### src/rtl/mul_div_unit.sv
// Iterative unsigned multiply/divide unit for MUL, MULHU, DIVU and REMU.
// Shift-add multiply and restoring divide share one {hi, lo} register pair.
module mul_div_unit #(
  parameter int XLEN = 32
) (
  input  logic            clk,
  input  logic            rst,
  input  logic            start,
  input  logic [1:0]      op,
  input  logic [XLEN-1:0] rs1_val,
  input  logic [XLEN-1:0] rs2_val,
  input  logic [4:0]      rd_in,
  output logic            busy,
  output logic            done,
  output logic [XLEN-1:0] result,
  output logic [4:0]      rd_out,
  output logic            wb_en
);

  typedef enum logic [1:0] {
    IDLE,
    RUN,
    DONE
  } state_t;

  state_t          state;
  logic [5:0]      cnt;
  logic [1:0]      op_q;
  logic [XLEN-1:0] a_q;
  logic [XLEN-1:0] b_q;
  logic [4:0]      rd_q;
  logic [XLEN-1:0] hi;
  logic [XLEN-1:0] lo;

  logic [XLEN-1:0] hi_nx;
  logic [XLEN-1:0] lo_nx;
  logic [XLEN:0]   sum;
  logic [XLEN:0]   rem_sh;
  logic [XLEN-1:0] diff;
  logic            ge;

  assign busy = (state != IDLE);

  // Remainder never exceeds the divisor, so the difference fits in XLEN bits.
  always_comb begin
    sum    = {1'b0, hi} + (lo[0] ? {1'b0, a_q} : '0);
    rem_sh = {hi, lo[XLEN-1]};
    ge     = (rem_sh >= {1'b0, b_q});
    diff   = rem_sh[XLEN-1:0] - b_q;
    hi_nx  = hi;
    lo_nx  = lo;
    unique case (1'b1)
      op_q[1]: begin
        hi_nx = ge ? diff : rem_sh[XLEN-1:0];
        lo_nx = {lo[XLEN-2:0], ge};
      end
      default: begin
        hi_nx = sum[XLEN:1];
        lo_nx = {sum[0], lo[XLEN-1:1]};
      end
    endcase
  end

  always_ff @(posedge clk or negedge rst) begin
    if (!rst) begin
      state  <= IDLE;
      cnt    <= '0;
      op_q   <= '0;
      a_q    <= '0;
      b_q    <= '0;
      rd_q   <= '0;
      hi     <= '0;
      lo     <= '0;
      result <= '0;
      rd_out <= '0;
      done   <= 1'b0;
      wb_en  <= 1'b0;
    end else begin
      done  <= 1'b0;
      wb_en <= 1'b0;
      unique case (state)
        IDLE: begin
          if (start) begin
            state <= RUN;
            op_q  <= op;
            a_q   <= rs1_val;
            b_q   <= rs2_val;
            rd_q  <= rd_in;
            cnt   <= '0;
            hi    <= '0;
            lo    <= op[1] ? rs1_val : rs2_val;
          end
        end
        RUN: begin
          if (cnt == 6'd32) begin
            state  <= DONE;
            result <= op_q[0] ? hi : lo;
            rd_out <= rd_q;
            done   <= 1'b1;
            wb_en  <= (rd_q != 5'd0);
          end else begin
            cnt <= cnt + 6'd1;
            hi  <= hi_nx;
            lo  <= lo_nx;
          end
        end
        DONE: begin
          state <= IDLE;
        end
        default: begin
          state <= IDLE;
        end
      endcase
    end
  end

endmodule

### config.mk
export PLATFORM = sky130hd
export DESIGN_NAME = mul_div_unit
export DESIGN_NICKNAME = d
export VERILOG_FILES = /design/src/rtl/mul_div_unit.sv
export SDC_FILE = /design/constraint.sdc
export NUM_CORES = 1
export LEC_CHECK = 0
export ABC_AREA = 1
export BUFFER_PORTS_ARGS = -buffer_cell sky130_fd_sc_hd__buf_4
export CAP_MARGIN = 5
export CORE_ASPECT_RATIO = 1.75
export CORE_UTILIZATION = 43
export CTS_BUF_LIST = sky130_fd_sc_hd__clkbuf_4 sky130_fd_sc_hd__clkbuf_8 sky130_fd_sc_hd__clkbuf_16
export CTS_CLUSTER_SIZE = 8
export DETAILED_ROUTE_END_ITERATION = 8
export SETUP_SLACK_MARGIN = 0.1
export SYNTH_ARGS = -nofsm -noshare
export SYNTH_HDL_FRONTEND = slang
export SYNTH_SLANG_ARGS = --single-unit
### constraint.sdc
create_clock -name clk -period 3.9 [get_ports clk]
set_input_delay 0.78 -clock clk [delete_from_list [all_inputs] [get_ports clk]]
set_output_delay 0.78 -clock clk [all_outputs]
set_load 0.02 [all_outputs]
==> reports/qor.yml <==
drt:
  wirelength_um: 51300
  drtAntennaViolNets: 0
  drc: 0
  vias: 14300
  wl_per_cell_um: 19.2
  drtPass1Iterations: 5
  avgViaCountPerCell: 5.34
  drt_iter0_markers: 1004
setup_path:
  worst-setup-path-type: "flop to flop"
  setup.worst_path.start_class: "flop"
  path_cells: "buf_4 > nand2_1 > inv_1 > ha_1 > nand2_1 > nor2_1 > inv_1 > nor3_1 > o21ai_0 > nand4_1 > nand3_1 > nand2_1 > inv_1 > nand2_1 > nand2_1"
  cp_common_cell: "nand2_1"
  slowest_delay_ps: 660
  slowest_stage: "dfrtp_1"
  critPathCaptureType: "flop"
  cp_max_fo: 23
  cp.arrival_ps: 3590
  worstPathRequired_ps: 4260
cts:
  cts_hold_buf: 0
  post_cts_resized: 0
  cts_tree: "built"
  cts_sinks: 182
  cts_buffer_depth: 2
  cts_buffers: 17
  cts_root_buf: "clkbuf_16"
  cts_max_level: 4
  cts.clk_slew.worst_paths_ps: 80
  clk_latency_ps: 470
  cts_setup_buffers: 0
cells_and_area:
  antenna_cells: 0
  stdcell_area_um2: 15500
  multi_input_area_um2: 7540
  fillers: 3360
  final_common_cell: "nand2_1"
  seqCellArea_um2: 4560
  drive_gt1_frac: 0.0861
  areaGrowthSynthToFinish_pct: 12.2
  nets: 2406
  layout_common_cells: "763 x nand2_1, 346 x inv_1, 180 x dfrtp_1"
  fin_cells: 2673
synthesis:
  synth_top_area_cell: "dfrtp_1"
  synth_seq_area_share: 0.329
  ys_seq_elements: 182
  synth_top_area_frac: 0.329
  ys_warn_count: 0
  syn_avg_cell_area_um2: 6.31
  netlist-cell-type-count: 43
  synth_cells: 2190
  syn_area_um2: 13800
  synth_nets: 2332
  synth_flop_cell: "dfrtp_1"
  async_flop_share: 1.00
  synth.area.top_cells: "dfrtp_1 33%, nand2_1 21%, inv_1 9.4%"
  synth_edf_count: 0
timing:
  period_needed_ps: 3230
  finalSetupTns_ps: 0
  setup_viol: 0
  worstMarginPinSlew_ps: 1130
  hold_viol_final: 0
  fin_skew_ps: 13.5
  rsz0062_at_grt: "no"
  timing.final.crit_share: 0.828
  worst_slew_margin_rel: 0.247
  drv_slew: 0
  timing.fmax_mhz: 310
global_routing:
  overflow: 0
  grt_pass1_wl_um: 78800
  antenna_found_initial: 0
  track_usage: 0.325
  grt_pass1_vias: 13900
  grt_max_degree: 105
placed_design:
  port_buffers: 113
  gp_congestion: 1.02
  dp_hpwl_um: 40500
  dp.cells: 2641
  placed_area_um2: 14900
job:
  maxCapViolations: 0
floorplan:
  initial_core_util: 0.439
  num_io_pins: 114
  core_um2: 31500
  die_area_um2: 32900
  rows: 86
  die_w_um: 138
  die_h_um: 239
run_status:
  status: "completed"
power_and_ir_drop:
  vdd_drop_max_v: 0.000337
  p_leak_nw: 8.82
  p_per_area_nw_per_um2: 244
hold_path:
  min-delay-path-class: "primary input to async pin"
## worst paths after layout
check | startpoint | depth (start not counted) | slack (ps) | end
worst max-delay path | lo[0] | 15 | 670 | hi[16]
min in group clk | result[24] | 2 | 480 | result[24]
worst min-delay path | rst | 1 | 410 | result[29]
worst max register to register | lo[0] | 15 | 670 | hi[16]
worst min register to register | result[24] | 2 | 480 | result[24]
max in group asynchronous | rst | 2 | 2480 | hi[6]
## critical path: cells and delay by family, from the launching register on
family / cells / cell delay [ps]
and+or+nand+nor: 9 / 1350
DFF: 1 / 660
buffers and inverters: 4 / 610
AOI/OAI and AO/OA: 1 / 260
adders and majority gates: 1 / 230
## where the power goes
group          total (mW)  internal [mW]  switching [mW]
combinational       0.139         0.0529          0.0863
sequential           1.89           1.89               0
clock                1.76          0.865           0.900
total                3.79           2.80           0.986
## layout make-up
| cell class | count | share of cell area |
|---|---|---|
| multi-input combinational | 1577 | 0.486 |
| sequential | 182 | 0.294 |
| inverter | 354 | 0.0857 |
| timing repair buffer | 132 | 0.0643 |
| tap | 396 | 0.0320 |
| clock buffer | 18 | 0.0279 |
| clock inverter | 14 | 0.0100 |
## kinds of logic after synthesis
| logic type | count (synthesis) | synth area share |
|---|---|---|
| buf+inv | 431 | 0.126 |
| flops | 182 | 0.329 |
| compound gates | 376 | 0.145 |
| simple gates | 1124 | 0.332 |
| fa+ha+maj | 68 | 0.0626 |
| xor+xnor | 9 | 0.00570 |
## per-stage QoR
| step | power, mW | setup slack (ps) | utilization | hold slack [ps] |
|---|---|---|---|---|
| 3_3_place_gp | 2.06 | 760 | 0.473 | 459 |
| 6_report | 3.79 | 671 | 0.492 | 406 |
| 3_5_place_dp | 2.06 | 744 | 0.473 | 465 |
| 4_1_cts | 3.83 | 720 | 0.492 | 453 |
| 5_1_grt | 3.89 | 360 | 0.492 | 489 |
| 2_1_floorplan | 1.94 | 1380 | - | 449 |
## state kept, by name (all words and copies together) (netlist names)
name	count
lo	32
op_q	2
hi	32
done	1
wb_en	1
b_q	32
state	2
cnt	6
a_q	32
result	32
rd_q	5
rd_out	5
## synthesized netlist by cell type (6+ instances only)
cell type and n:
ha_1 66, buf_1 9, nand4_1 23, nand2_1 764, clkbuf_8 7, o211ai_1 8
clkbuf_1 53, nor3_1 12, a21oi_1 133, o21bai_1 10, inv_1 346, dfrtp_1 182
nor2_1 157, nand3b_1 6, o21ai_0 175, nand3_1 137, o21ai_1 8, a31oi_1 32
## routing by layer
| metal | global-route usage | part of all wire | up-vias |
|---|---|---|---|
| met2 | 0.549 | 0.49 | 441 |
| met4 | 0.182 | 0.058 | 0 |
| li1 | - | - | 7059 |
| met1 | 0.394 | 0.41 | 6643 |
| met5 | 0 | 0 | - |
| met3 | 0.0377 | 0.047 | 121 |
No activity file was read; power rests on OpenSTA's default activity.
